**src/rtl/conv_window_scheduler.sv**
```systemverilog
// Output-window sequencer for the 3x3 depthwise conv address generator:
// raster walk of the output map with stride 1/2 and round-robin one-hot PE row tags.
module conv_window_scheduler #(
  parameter int ROW_COUNT   = 4,
  parameter int ADDR_WIDTH  = 6,
  parameter int KERNEL_SIZE = 3
) (
  input  logic                  i_clk,
  input  logic                  i_nrst,
  input  logic                  i_start,
  input  logic                  i_reg_clear,
  input  logic [ADDR_WIDTH-1:0] i_i_size,
  input  logic                  i_stride,
  input  logic                  i_ready,
  output logic                  o_en,
  output logic [ADDR_WIDTH-1:0] o_o_x,
  output logic [ADDR_WIDTH-1:0] o_o_y,
  output logic [ROW_COUNT-1:0]  o_row_id,
  output logic                  o_busy,
  output logic                  o_done
);

  // state | meaning
  // IDLE  | waiting for i_start; size and stride latched on start
  // CALC  | one cycle computing the output side length
  // RUN   | emitting windows, one per cycle with i_ready high
  // DONE  | one-cycle o_done pulse, then back to IDLE
  typedef enum logic [1:0] {IDLE, CALC, RUN, DONE} state_t;

  localparam logic [ADDR_WIDTH-1:0] KSIZE   = ADDR_WIDTH'(KERNEL_SIZE);
  localparam logic [ROW_COUNT-1:0]  ROW_ONE = ROW_COUNT'(1);

  state_t                state;
  logic [ADDR_WIDTH-1:0] size_q;
  logic [ADDR_WIDTH-1:0] out_size;
  logic [ADDR_WIDTH-1:0] row_idx;
  logic [ADDR_WIDTH-1:0] col_idx;
  logic                  stride_q;
  logic [ROW_COUNT-1:0]  row_ptr;
  logic                  accept;
  logic                  last_col;
  logic                  last_win;

  assign accept   = (state == RUN) & i_ready;
  assign last_col = (col_idx == out_size - 1'b1);
  assign last_win = last_col & (row_idx == out_size - 1'b1);

  always_ff @(posedge i_clk or negedge i_nrst) begin
    if (!i_nrst) begin
      state    <= IDLE;
      size_q   <= '0;
      stride_q <= 1'b0;
      out_size <= '0;
      row_idx  <= '0;
      col_idx  <= '0;
      row_ptr  <= ROW_ONE;
    end else if (i_reg_clear) begin
      state    <= IDLE;
      size_q   <= '0;
      stride_q <= 1'b0;
      out_size <= '0;
      row_idx  <= '0;
      col_idx  <= '0;
      row_ptr  <= ROW_ONE;
    end else begin
      case (state)
        IDLE: begin
          if (i_start) begin
            size_q   <= i_i_size;
            stride_q <= i_stride;
            state    <= CALC;
          end
        end
        CALC: begin
          row_idx <= '0;
          col_idx <= '0;
          row_ptr <= ROW_ONE;
          if (size_q < KSIZE) begin
            out_size <= '0;
            state    <= DONE;
          end else begin
            out_size <= ((size_q - KSIZE) >> stride_q) + 1'b1;
            state    <= RUN;
          end
        end
        RUN: begin
          if (accept) begin
            // Counters and pointer return to their idle values on the last
            // window so the next layer starts from (0,0) on row 0.
            if (last_win) begin
              row_idx <= '0;
              col_idx <= '0;
              row_ptr <= ROW_ONE;
              state   <= DONE;
            end else begin
              row_ptr <= {row_ptr[ROW_COUNT-2:0], row_ptr[ROW_COUNT-1]};
              if (last_col) begin
                col_idx <= '0;
                row_idx <= row_idx + 1'b1;
              end else begin
                col_idx <= col_idx + 1'b1;
              end
            end
          end
        end
        DONE: state <= IDLE;
        default: state <= IDLE;
      endcase
    end
  end

  assign o_en     = accept;
  assign o_o_x    = row_idx << stride_q;
  assign o_o_y    = col_idx << stride_q;
  assign o_row_id = row_ptr;
  assign o_busy   = (state == CALC) | (state == RUN);
  assign o_done   = (state == DONE);

endmodule

```
**config.mk**
```make
export PLATFORM = sky130hd
export DESIGN_NAME = conv_window_scheduler
export DESIGN_NICKNAME = d
export VERILOG_FILES = /design/src/rtl/conv_window_scheduler.sv
export SDC_FILE = /design/constraint.sdc
export NUM_CORES = 1
export LEC_CHECK = 0
export ABC_AREA = 1
export CAP_MARGIN = 20
export CORE_MARGIN = 4
export CORE_UTILIZATION = 40
export DETAILED_ROUTE_END_ITERATION = 6
export GPL_TIMING_DRIVEN = 0
export PLACE_DENSITY = 0.71
export RECOVER_POWER = 50
export SETUP_SLACK_MARGIN = 0.05
export SYNTH_ARGS = -nofsm -noshare
export SYNTH_HDL_FRONTEND = slang
export SYNTH_SLANG_ARGS = --single-unit
export TNS_END_PERCENT = 30
```
**constraint.sdc**
```tcl
create_clock -name i_clk -period 2.2 [get_ports i_clk]
set_clock_uncertainty 0.2 [all_clocks]
set_input_delay 0.55 -clock i_clk [delete_from_list [all_inputs] [get_ports i_clk]]
set_output_delay 0.55 -clock i_clk [all_outputs]
set_load 0.05 [all_outputs]
```
==> flow_metrics.tcl, run 1 <==
set metrics [dict create \
    tns_ns 0 \
    viasPerCell 5.15 \
    first_pass_iters 4 \
    yosys.area_share.simple 0.351 \
    period_needed_ns 2.13 \
    start_util 0.419 \
    gp_congestion 0.831 \
    design_area_um2 2880 \
    cp_common_cell "nor2_1" \
    layout_worst_path_cycle_share 0.968 \
    drt-wirelength-per-cell_um 12.9 \
    first_iter_violations 161 \
    yosys_warnings 0 \
    path_class "flop to flop" \
    hold_viol 0 \
    seqCellArea_um2 778 \
    diodes 0 \
    die_x_um 81.8 \
    p_per_area_nw_per_um2 1080 \
    drc 0 \
    netlist_area_um2 2180 \
    max_freq_mhz 469 \
    synth_xor_area_frac 0.0321 \
    yosys.area.top_type "dfrtp_1" \
    antenna_found_initial 0 \
    clk_root_buffer_cell "clkbuf_8" \
    required_ns 2.19 \
    yosys.area_share.adder 0.0574 \
    placed_area_um2 2560 \
    slew_viol_final 0 \
    synth-seq-area-share 0.356 \
    synth_compound_area_frac 0.104 \
    io_buffers 30 \
    cp_num_buf_inv 2 \
    ant_nets 0 \
    drv_cap 0 \
    setup_slack_ns 0.0693 \
    rows 26 \
    num_vias 2218 \
    drive_gt1_frac 0.208 \
    synth-seq-cells 31 \
    grt_util_all_layers 0.182 \
    setup_violations 0 \
    cts.path.max_buffers 2 \
    gr-total-overflow 0 \
    grt_max_degree 32 \
    dp_worst_setup_slack_ns -0.662 \
    synth_cell_types 25 \
    critPathSlowestCell "dfrtp_1" \
    routed_wirelength_mm 5.55 \
    p_leak_nw 1.45 \
    endpoint_kind "flop" \
    crit_chain "inv_4 -> ha_4 -> buf_4 -> xor2_1 -> nand4_1 -> nor2_1 -> nand3_1 -> nand2_2 -> nand3_2 -> nand2_1 -> nor2_1" \
    path_delay_family "simple AND/OR/NAND/NOR gates" \
    die_area_um2 6690 \
    nets 382 \
    outcome "finished clean" \
    netlist_instances 315 \
    cts_sinks 31 \
    cts_inserted_buffers 5 \
    htreeDepth 2 \
    synth_top_area_frac 0.344 \
    die_height_um 81.8 \
    cts_tree "done" \
    worst_setup_path_start_kind "flop" \
    area_delta_synth_final_pct 32.0 \
    num-fill-cells 527 \
    syn-num-nets 337 \
    pin_count 31 \
    core_area_um2 5200 \
    clkTransAtPathRegs_ns 0.08 \
    synth.avg_cell_area_um2 6.92 \
    slew_headroom 0.449 \
    reg2reg_setup_slack_ns 0.07 \
    synthMuxAreaShare 0 \
    hpwl_mm 3.97 \
    grt_pass1_vias 2116 \
    max_stage_delay_ns 0.42 \
    finalPower_mw 3.10 \
    clock_latency_ns 0.29 \
    worst_pin_slew_ns 0.826 \
    synthTopCellsByArea "dfrtp_1, nand2_1, inv_1, nand3_1, o21ai_0" \
    min_path_type "primary input to async pin" \
    synth_top_family_by_area "simple AND/OR/NAND/NOR gates" \
    critPathMaxFanout 5 \
    cp.arrival_ns 2.12 \
    multiInputGateArea_um2 1270 \
    vdd_ir_drop_max_mv 0.590 \
    rsz0062_at_grt "true" \
    grt_pass1_wl_mm 9.52 \
]
## layer usage
layer,global-route usage,part of all wire,vias up
met1,0.251,0.48,1034
met4,0.0598,0.014,0
met5,0,0,-
met2,0.287,0.45,63
met3,0.0362,0.054,7
li1,-,-,1114
## cell usage in the layout, fill, tap and decap left out, types with 8 or more instances in the layout
cell / n
buf_4: 12
buf_6: 11
clkdlybuf4s50_1: 9
dfrtp_1: 29
ha_1: 8
inv_1: 41
nand2_1: 78
nand2_2: 8
nand3_1: 27
nand3_2: 9
nand4_1: 11
nor2_1: 27
o21ai_0: 13
o21ai_1: 14
xor2_1: 8
## cell families (layout without fill, tap and decap cells)
family / Yosys count / count (layout)
AND/OR/NAND/NOR: 170 / 170
XOR/XNOR: 8 / 8
flip-flops: 31 / 31
AO/OA/AOI/OAI: 44 / 44
adder cells (fa/ha/maj): 10 / 10
buffers and inverters: 52 / 98
## path summary, 6_finish.rpt
check / from / endpoint / cells past startpoint
max reg2reg: out_size[0]$_DFFE_PN0P_ / row_idx[5]$_DFFE_PN0P_ / 11
max: out_size[0]$_DFFE_PN0P_ / row_idx[5]$_DFFE_PN0P_ / 11
min in group i_clk: o_row_id[2]$_DFFE_PN0P_ / o_row_id[2]$_DFFE_PN0P_ / 2
min reg2reg: o_row_id[2]$_DFFE_PN0P_ / o_row_id[2]$_DFFE_PN0P_ / 2
max in group asynchronous: i_nrst / state[0]$_DFFE_PN0P_ / 1
min: i_nrst / col_idx[0]$_DFFE_PN0P_ / 1
## flip-flops by register name (all words and copies together) (netlist names)
name	flops
col_idx	6
out_size	6
row_idx	6
size_q	6
o_row_id	4
state	2
stride_q	1
## timing repair
action / CTS / global route
resized for setup: 111 / 39
hold buffers: 0 / 0
setup buffers: 0 / 7
pin swaps: 1 / 9
gates cloned: 0 / 1
setup endpoints to repair: 38 / 36
## layout make-up
class / count / area share
inverters: 45 / 0.0596
multi-input cells: 232 / 0.442
clock inverters: 2 / 0.0122
repair buffers: 38 / 0.128
well taps: 70 / 0.0304
clock buffers: 6 / 0.0287
plain buffers: 7 / 0.0287
flip-flops and latches: 31 / 0.270
## synth_stat cells
cell type	count
a21oi_1	7
and3b_1	1
buf_12	1
buf_2	2
clkbuf_1	4
dfrtp_1	30
dfstp_2	1
ha_1	10
inv_1	44
inv_2	1
nand2_1	83
nand2_2	4
nand2_4	1
nand3_1	32
nand3_2	4
nand4_1	11
nor2_1	30
nor2_4	1
nor3_1	2
o21ai_0	29
o21ai_1	3
o21bai_1	1
o22ai_1	4
or2_2	1
xor2_1	8
## through the flow
stage / hold slack (ns) / utilization / std cells
2_1_floorplan: 0.0544 / - / 315
3_3_place_gp: 0.296 / 0.493 / 415
3_5_place_dp: 0.305 / 0.492 / 415
4_1_cts: 0.139 / 0.520 / 423
5_1_grt: 0.215 / 0.553 / 431
6_report: 0.148 / 0.553 / 431
## report_power, final
group | leakage (nW) | internal (mW) | switching, mW | total [mW]
sequential | 0.419 | 0.687 | 0.129 | 0.815
combinational | 0.966 | 0.594 | 1.09 | 1.69
clock | 0.0612 | 0.366 | 0.226 | 0.592
total | 1.45 | 1.65 | 1.45 | 3.10
No activity file was read; power rests on OpenSTA's default activity.
==> run 2, diff against run 1 <==
Settings changed: DONT_BUFFER_PORTS from default to 1, PLACE_DENSITY 0.71 to 0.63.
==> run 2 against run 1 <==
  * Non-clock buffer count fell by 32
  * Clock-buffer cell count is the same
  * Largest cell class unchanged
  * Sequential power up 8.8%
  * Critical endpoint is now o_en
  * Critical path type is now flop to output pin
==> flow_metrics.tcl, run 2 (synthesized netlist as in run 1, its figures left out) <==
set metrics [dict create \
    outcome "finished clean" \
    routed_wirelength_mm 5.38 \
    rsz0062_at_grt "true" \
    cp.arrival_ns 1.40 \
    slew_viol_final 0 \
    vdd_ir_drop_max_mv 0.641 \
    start_util 0.419 \
    clkTransAtPathRegs_ns 0.07 \
    use_met1 0.248 \
    viasPerCell 5.14 \
    cts_inserted_buffers 5 \
    placed_area_um2 2270 \
    first_pass_iters 4 \
    endpoint_kind "output pin" \
    max_freq_mhz 466 \
    grt_max_degree 32 \
    nets 350 \
    max_stage_delay_ns 0.45 \
    clk_root_buffer_cell "clkbuf_8" \
    gr-total-overflow 0 \
    slew_headroom 0.457 \
    worst_setup_path_start_kind "flop" \
    final_cell_mix "nand2_1, inv_1, dfrtp_1, nand3_1, nor2_1" \
    met2_usage 0.272 \
    rr_startpoint "out_size[1]$_DFFE_PN0P_" \
    io_buffers 0 \
    grt_pass1_wl_mm 9.25 \
    tns_ns 0 \
    critPathMaxFanout 6 \
    first_iter_violations 94 \
    die_area_um2 6690 \
    min_path_type "primary input to flop" \
    crit_chain "inv_1 -> ha_2 -> nand2_2 -> clkinvlp_4" \
    cts.path.max_buffers 2 \
    core_area_um2 5200 \
    design_area_um2 2690 \
    ant_nets 0 \
    clock_latency_ns 0.29 \
    required_ns 1.45 \
    htreeDepth 2 \
    worstHoldEndpoint "size_q[1]$_DFFE_PN0P_" \
    p_per_area_nw_per_um2 1120 \
    cts_tree "done" \
    hold_path_depth 1 \
    worst_pin_slew_ns 0.814 \
    pin_count 31 \
    grt-busiest-layer "met2" \
    cts_sinks 31 \
    diodes 0 \
    setup_violations 0 \
    reg2reg_setup_slack_ns 0.10 \
    drc 0 \
    num_vias 2051 \
    final_util 0.516 \
    final_common_cell "nand2_1" \
    p_leak_nw 1.29 \
    drt-wirelength-per-cell_um 13.5 \
    min_from "i_reg_clear" \
    r2r.worst_path.cells 15 \
    grt_pass1_vias 1988 \
    hpwl_mm 3.89 \
    die_height_um 81.8 \
    r2r_end "row_idx[2]$_DFFE_PN0P_" \
    drive_gt1_frac 0.198 \
    rows 26 \
    drv_cap 0 \
    hold_viol 0 \
    critPathSlowestCell "dfrtp_1" \
    die_x_um 81.8 \
    antenna_found_initial 0 \
    path_class "flop to output pin" \
    gp_congestion 0.815 \
    area_delta_synth_final_pct 23.2 \
    layout_worst_path_cycle_share 0.976 \
    met3_usage 0.0318 \
    grt_util_all_layers 0.174 \
    period_needed_ns 2.15 \
]
## run 2: routing by layer
layer	share of wire	vias to the layer above
li1	-	1045
met1	0.47	964
met2	0.48	40
met3	0.042	2
met4	0.0048	0
met5	0	-
## run 2: through the flow
step	hold slack [ns]	power, mW	worst slack [ns]	cells
after floorplan	0.0544	1.95	-0.0283	315
after global placement	0.0553	2.16	-0.301	385
after detailed placement	0.0551	2.18	-0.325	385
after CTS	0.116	2.93	0.0180	397
after global routing	0.115	3.26	-0.0468	399
final	0.127	3.01	0.0536	399
## run 2: layout make-up
class | instances | area [um2]
Inverter | 45 | 175
Fill cell | 513 | 2520
Buffer | 7 | 92.6
Multi-Input combinational cell | 232 | 1390
Clock buffer | 6 | 82.6
Tap cell | 70 | 87.6
Sequential cell | 31 | 777
Clock inverter | 2 | 35.0
Timing Repair Buffer | 6 | 48.8
## run 2: worst max-delay path by stage
stage / start / end / cells after the start
6_report: state[0]$_DFFE_PN0P_ / o_en / 4
5_1_grt: out_size[0]$_DFFE_PN0P_ / row_idx[5]$_DFFE_PN0P_ / 15
4_1_cts: state[0]$_DFFE_PN0P_ / o_en / 4
3_5_place_dp: stride_q$_DFFE_PN0P_ / o_o_y[3] / 4
3_3_place_gp: stride_q$_DFFE_PN0P_ / o_o_y[3] / 4
2_1_floorplan: stride_q$_DFFE_PN0P_ / o_o_x[1] / 3
## run 2: critical path: cells and delay by family, from the launching register on
| kind | cells | cell delay (ns) |
|---|---|---|
| buf+inv | 2 | 0.35 |
| fa+ha+maj | 1 | 0.22 |
| simple gates | 1 | 0.09 |
| flops | 1 | 0.45 |
## run 2: report_power, final
group | switching (mW) | internal (mW) | total (mW)
sequential | 0.201 | 0.685 | 0.887
clock | 0.224 | 0.367 | 0.591
combinational | 1.02 | 0.510 | 1.53
## run 2: timing repair
item,in CTS,in global routing
hold buffers,2,0
cloned,0,0
pin swaps,9,8
resized for setup,42,28
endpoints found under the setup margin,30,32
setup buffers,2,2
endpoints found under the hold margin,31,0
